### config.mk
export PLATFORM = sky130hd
export DESIGN_NAME = kalman_update_sequencer
export DESIGN_NICKNAME = d
export VERILOG_FILES = /design/src/rtl/kalman_update_sequencer.sv
export SDC_FILE = /design/constraint.sdc
export NUM_CORES = 1
export LEC_CHECK = 0
export ABC_AREA = 1
export BUFFER_PORTS_ARGS = -buffer_cell sky130_fd_sc_hd__buf_4
export CAP_MARGIN = 15
export CORE_MARGIN = 2
export CORE_UTILIZATION = 52
export CTS_BUF_LIST = sky130_fd_sc_hd__clkbuf_4 sky130_fd_sc_hd__clkbuf_8
export DETAILED_ROUTE_END_ITERATION = 10
export GPL_TIMING_DRIVEN = 0
export PLACE_DENSITY = 0.8
export SLEW_MARGIN = 25
export SYNTH_ARGS = -nofsm -noshare
export SYNTH_HDL_FRONTEND = slang
export SYNTH_SLANG_ARGS = --single-unit
### constraint.sdc
create_clock -name clk -period 2.2 [get_ports clk]
set_clock_uncertainty 0.05 [all_clocks]
set_input_delay 0.11 -clock clk [delete_from_list [all_inputs] [get_ports clk]]
set_output_delay 0.11 -clock clk [all_outputs]
set_load 0.005 [all_outputs]
### src/rtl/kalman_update_sequencer.sv
// kalman_update_sequencer: schedules one scalar Kalman update every PERIOD
// clocks. It issues one-cycle step strobes to the datapath and runs the
// AXI-Stream exchange with the external divider that produces the gain.
// Optional feature macro: KALMAN_SEQ_TIMEOUT_EN. When it is defined, a
// divider wait longer than DIV_TIMEOUT cycles aborts the update.
module kalman_update_sequencer #(
  parameter int PERIOD      = 1024,
  parameter int COUNT_WIDTH = 32,
  parameter int DATA_WIDTH  = 32,
  parameter int DIV_TIMEOUT = 64
) (
  input  logic                  clk,
  input  logic                  rst,
  input  logic                  enable,
  input  logic                  err_clr,
  input  logic [DATA_WIDTH-1:0] num_in,
  input  logic [DATA_WIDTH-1:0] denom_in,
  output logic [DATA_WIDTH-1:0] M_AXIS_OUT_DIVIDEND_tdata,
  output logic                  M_AXIS_OUT_DIVIDEND_tvalid,
  input  logic                  M_AXIS_OUT_DIVIDEND_tready,
  output logic [DATA_WIDTH-1:0] M_AXIS_OUT_DIVISOR_tdata,
  output logic                  M_AXIS_OUT_DIVISOR_tvalid,
  input  logic                  M_AXIS_OUT_DIVISOR_tready,
  input  logic [DATA_WIDTH-1:0] S_AXIS_IN_kal_tdata,
  input  logic                  S_AXIS_IN_kal_tvalid,
  output logic                  S_AXIS_IN_kal_tready,
  output logic [DATA_WIDTH-1:0] gain,
  output logic                  sample_en,
  output logic                  predict_en,
  output logic                  gain_en,
  output logic                  state_en,
  output logic                  var_en,
  output logic                  commit_en,
  output logic                  busy,
  output logic                  overrun,
  output logic                  timeout_err,
  output logic [15:0]           update_count
);

  typedef enum logic [3:0] {
    ST_IDLE, ST_SAMPLE, ST_PREDICT, ST_DIV_REQ, ST_DIV_WAIT,
    ST_GAIN, ST_STATE, ST_VAR, ST_COMMIT
  } state_t;

  localparam logic [COUNT_WIDTH-1:0] PERIOD_LAST = COUNT_WIDTH'(PERIOD - 1);

  state_t                 state;
  logic [COUNT_WIDTH-1:0] cnt;
  logic                   tick;
  logic                   dividend_hs;
  logic                   divisor_hs;
  logic                   quot_hs;
  logic                   dividend_done;
  logic                   divisor_done;
  logic                   both_done;

  assign tick        = enable && (cnt == PERIOD_LAST);
  assign dividend_hs = M_AXIS_OUT_DIVIDEND_tvalid && M_AXIS_OUT_DIVIDEND_tready;
  assign divisor_hs  = M_AXIS_OUT_DIVISOR_tvalid && M_AXIS_OUT_DIVISOR_tready;
  assign quot_hs     = S_AXIS_IN_kal_tready && S_AXIS_IN_kal_tvalid;
  // A stream counts as accepted if it handshook earlier or is handshaking now.
  assign both_done   = (dividend_done || dividend_hs) && (divisor_done || divisor_hs);

  // Period counter: free-runs while enabled, held at zero otherwise.
  always_ff @(posedge clk) begin
    if (rst) begin
      cnt <= '0;
    end else if (!enable || tick) begin
      cnt <= '0;
    end else begin
      cnt <= cnt + COUNT_WIDTH'(1);
    end
  end

`ifdef KALMAN_SEQ_TIMEOUT_EN
  localparam int TW = $clog2(DIV_TIMEOUT);
  localparam logic [TW-1:0] TIMER_LAST = TW'(DIV_TIMEOUT - 1);

  logic [TW-1:0] timer;
  logic          expire;

  // A quotient arriving on the last allowed cycle still counts as in time.
  assign expire = ((state == ST_DIV_REQ) || (state == ST_DIV_WAIT)) &&
                  (timer == TIMER_LAST) && !quot_hs;

  // Divider wait timer: zeroed on DIV_REQ entry, counts through the wait.
  always_ff @(posedge clk) begin
    if (rst) begin
      timer <= '0;
    end else if (state == ST_PREDICT) begin
      timer <= '0;
    end else if ((state == ST_DIV_REQ) || (state == ST_DIV_WAIT)) begin
      timer <= timer + TW'(1);
    end
  end
`else
  assign timeout_err = 1'b0;
`endif

  // Update sequencer: state, strobes, AXIS handshakes, gain and status flags.
  always_ff @(posedge clk) begin
    if (rst) begin
      state                      <= ST_IDLE;
      M_AXIS_OUT_DIVIDEND_tdata  <= '0;
      M_AXIS_OUT_DIVIDEND_tvalid <= 1'b0;
      M_AXIS_OUT_DIVISOR_tdata   <= '0;
      M_AXIS_OUT_DIVISOR_tvalid  <= 1'b0;
      S_AXIS_IN_kal_tready       <= 1'b0;
      dividend_done              <= 1'b0;
      divisor_done               <= 1'b0;
      gain                       <= '0;
      sample_en                  <= 1'b0;
      predict_en                 <= 1'b0;
      gain_en                    <= 1'b0;
      state_en                   <= 1'b0;
      var_en                     <= 1'b0;
      commit_en                  <= 1'b0;
      busy                       <= 1'b0;
      overrun                    <= 1'b0;
`ifdef KALMAN_SEQ_TIMEOUT_EN
      timeout_err                <= 1'b0;
`endif
      update_count               <= '0;
    end else begin
      sample_en  <= 1'b0;
      predict_en <= 1'b0;
      gain_en    <= 1'b0;
      state_en   <= 1'b0;
      var_en     <= 1'b0;
      commit_en  <= 1'b0;

      // Clears come first so a same-cycle set below takes precedence.
      if (err_clr) begin
        overrun     <= 1'b0;
`ifdef KALMAN_SEQ_TIMEOUT_EN
        timeout_err <= 1'b0;
`endif
      end
      if (tick && (state != ST_IDLE)) begin
        overrun <= 1'b1;
      end

      // Each request tvalid falls independently after its own handshake.
      if (dividend_hs) begin
        M_AXIS_OUT_DIVIDEND_tvalid <= 1'b0;
      end
      if (divisor_hs) begin
        M_AXIS_OUT_DIVISOR_tvalid <= 1'b0;
      end

      case (state)
        ST_IDLE: begin
          if (tick) begin
            state     <= ST_SAMPLE;
            sample_en <= 1'b1;
            busy      <= 1'b1;
          end
        end
        ST_SAMPLE: begin
          state      <= ST_PREDICT;
          predict_en <= 1'b1;
        end
        ST_PREDICT: begin
          state                      <= ST_DIV_REQ;
          M_AXIS_OUT_DIVIDEND_tdata  <= num_in;
          M_AXIS_OUT_DIVISOR_tdata   <= denom_in;
          M_AXIS_OUT_DIVIDEND_tvalid <= 1'b1;
          M_AXIS_OUT_DIVISOR_tvalid  <= 1'b1;
          dividend_done              <= 1'b0;
          divisor_done               <= 1'b0;
        end
        ST_DIV_REQ: begin
          if (dividend_hs) begin
            dividend_done <= 1'b1;
          end
          if (divisor_hs) begin
            divisor_done <= 1'b1;
          end
          if (both_done) begin
            state                <= ST_DIV_WAIT;
            S_AXIS_IN_kal_tready <= 1'b1;
          end
        end
        ST_DIV_WAIT: begin
          if (quot_hs) begin
            gain                 <= S_AXIS_IN_kal_tdata;
            S_AXIS_IN_kal_tready <= 1'b0;
            state                <= ST_GAIN;
            gain_en              <= 1'b1;
          end
        end
        ST_GAIN: begin
          state    <= ST_STATE;
          state_en <= 1'b1;
        end
        ST_STATE: begin
          state  <= ST_VAR;
          var_en <= 1'b1;
        end
        ST_VAR: begin
          state     <= ST_COMMIT;
          commit_en <= 1'b1;
        end
        ST_COMMIT: begin
          state        <= ST_IDLE;
          busy         <= 1'b0;
          update_count <= update_count + 16'd1;
        end
        default: begin
          state <= ST_IDLE;
          busy  <= 1'b0;
        end
      endcase

`ifdef KALMAN_SEQ_TIMEOUT_EN
      // Abort overrides anything the case chose this cycle, including a
      // same-cycle request acceptance; the request tvalids are withdrawn.
      if (expire) begin
        state                      <= ST_IDLE;
        busy                       <= 1'b0;
        M_AXIS_OUT_DIVIDEND_tvalid <= 1'b0;
        M_AXIS_OUT_DIVISOR_tvalid  <= 1'b0;
        S_AXIS_IN_kal_tready       <= 1'b0;
        timeout_err                <= 1'b1;
      end
`endif
    end
  end

endmodule

==> flow_summary.toml <==
[setup_path]
required_ns = 2.52
cp_max_fo = 10
worstPathArrival_ns = 2.09
rrSetupSlack_ns = 0.43
path_class = "flop to flop"
startpoint_type = "flop"
crit_path_end_kind = "flop"

[route]
drt-vias-per-instance = 5.12
antenna_left = 0
routedWlPerCell_um = 15.3
wl_mm = 22.0
drt_iter0_drc = 567
first_pass_iters = 7
vias = 7367
drc_errors = 0

[clocking]
clk_latency_ns = 0.47
clockBufferDepth = 2
tritoncts = "built"
cts_root_buffer = "clkbuf_8"
cts_made_buffers = 17
clock_sinks = 161
clkTransAtPathRegs_ns = 0.10
htreeDepth = 4

[pwr]
power_frac_comb_pct = 21.4
clockPowerShare_pct = 34.5
power.share.sequential_pct = 44.0
switching_share_pct = 28.6
internal_power_mw = 5.52
ir_drop_v = 0.000663
p_per_area_nw_per_um2 = 767
leakagePower_nw = 4.68
power.switching_mw = 2.21

[global_route]
grt_pass1_wl_mm = 33.9
antenna_found_initial = 0
grt_max_degree = 17
grt_pass1_vias = 7118
grt_usage_pct = 32.0
globalRouteOverflowTotal = 0

[finish]
n_antenna_cell = 0
post-route-util_pct = 80.1
final_area_sq_um = 10100
drive_gt1_share_pct = 24.5
final_common_cell = "buf_4"
syn_to_final_growth_pct = 51.0
final_cell_mix = "230 x buf_4, 186 x nand2_1, 185 x nor2_1"
nets = 1359

[outcome]
status = "complete, no violations"

[place]
dpl-instance-area_sq_um = 8570
port_buffers = 225
hpwl_mm = 13.8
place.gp.congestion = 0.942

[synth]
avgSynthCellArea_sq_um = 7.34
synth_ff_type = "dfxtp_1"
yosysSeqAreaShare_pct = 48.3
ys_async_sr_fraction_pct = 0
ys_ff_latch = 161
synth_cell_type_count = 41
yosys_warnings = 0
yosysTopAreaCellShare_pct = 48.3
yosysTopAreaCell = "dfxtp_1"
synth_area_sq_um = 6670
synth_area_leaders = "dfxtp_1 48%, nand2_1 10%, nor2_1 10%"
synth_fp_nets = 1014
synth_edf_count = 0
syn-instance-count = 909

[floorplan]
start_util_pct = 53.1
dieArea_sq_um = 13700
die_x_um = 117
num_rows = 41
core_area_sq_um = 12600
die_h_um = 117
io_pins = 227

[min_path]
hold_class = "input pin to flop"

[sta]
drv_slew = 0
finalHoldViolations = 0
rsz0062_at_grt = "false"
min_period_over_period_pct = 80.4
period_minus_slack_ns = 1.77
slew_headroom_pct = 58.5
tns_ns = 0
tightest_slew_ns = 0.623
setup-violations-final = 0
clock.fmax_ghz = 0.565

[flow_run]
cap_violations = 0
[flip-flops by register name (all words and copies together) (netlist names), 4 cells and up]
signal / flops
cnt: 32
update_count: 16
M_AXIS_OUT_DIVIDEND_tdata: 32
gain: 32
state: 4
M_AXIS_OUT_DIVISOR_tdata: 32
[critical path: stages, from the launching register on]
cell and delay, ns:
dfxtp_1 0.40, ha_1 0.20, nand2_2 0.09, nor2_4 0.13, nand2_4 0.12, nor2_4 0.13, nand2_2 0.08, nand3_4 0.15
inv_6 0.07, buf_6 0.14, nand2_1 0.06, inv_1 0.04
[area by class of cell]
type	instances	area [sq um]
plain buffers	35	175
clock buffers	17	234
clock inverters	15	253
fillers	824	2500
inverters	88	335
multi-input cells	625	2940
flip-flops and latches	161	3220
well taps	172	215
repair buffers	326	2700
[metal layers]
layer	GRT usage, %	share of wire, %	wire length, um
met5	0	0	0
met4	17.8	4.8	1050
met3	7.21	6.2	1370
met2	54.9	50	11100
met1	36.9	39	8540
[stage by stage]
step	total power [mW]	cells	setup WS (ns)	hold slack [ns]
floorplan	4.09	909	0.633	0.163
global placement	4.83	1306	0.454	0.246
detailed placement	4.86	1306	0.451	0.250
CTS	7.60	1439	0.427	0.199
global route	8.03	1439	0.272	0.276
finish	7.73	1439	0.431	0.213
[what timing repair did]
action / CTS / global route
resized for setup: 0 / 0
hold buffers: 101 / 0
setup buffers: 0 / 0
endpoints found under the hold margin: 110 / 0
[synthesized netlist by cell type, drive strengths merged, types with 3 or more instances]
cell / number
nor3: 26
nor3b: 4
or2: 3
a21oi: 25
nand3: 63
nand2: 194
inv: 87
dfxtp: 161
buf: 17
nor2: 197
nand4: 11
o21ai: 76
clkbuf: 18
xor2: 13
[power groups by stage]
| stage | Sequential (mW) | Clock [mW] | Combinational [mW] |
|---|---|---|---|
| after detailed placement | 3.44 | 0 | 1.42 |
| after floorplan | 3.46 | 0 | 0.632 |
| after global placement | 3.43 | 0 | 1.40 |
| final | 3.40 | 2.67 | 1.66 |
| after global routing | 3.43 | 2.81 | 1.80 |
| after CTS | 3.38 | 2.66 | 1.57 |
[final timing paths]
check / start / endpoint / cells after the start
setup / recovery: cnt[0] / cnt[25] / 11
hold / removal: rst / M_AXIS_OUT_DIVISOR_tvalid / 3
setup reg to reg: cnt[0] / cnt[25] / 11
hold reg to reg: busy / busy / 2
[kinds of logic (layout without fill, tap and decap cells)]
group | after synthesis | in the layout | synth area share, %
simple gates | 501 | 501 | 33.5
flops | 161 | 161 | 48.3
buf+inv | 123 | 481 | 7.65
compound gates | 106 | 106 | 8.11
xor+xnor | 15 | 15 | 1.97
fa+ha+maj | 2 | 2 | 0.375
other cells | 1 | 1 | 0.0562
Note: power is estimated with default switching activity, not from simulation.
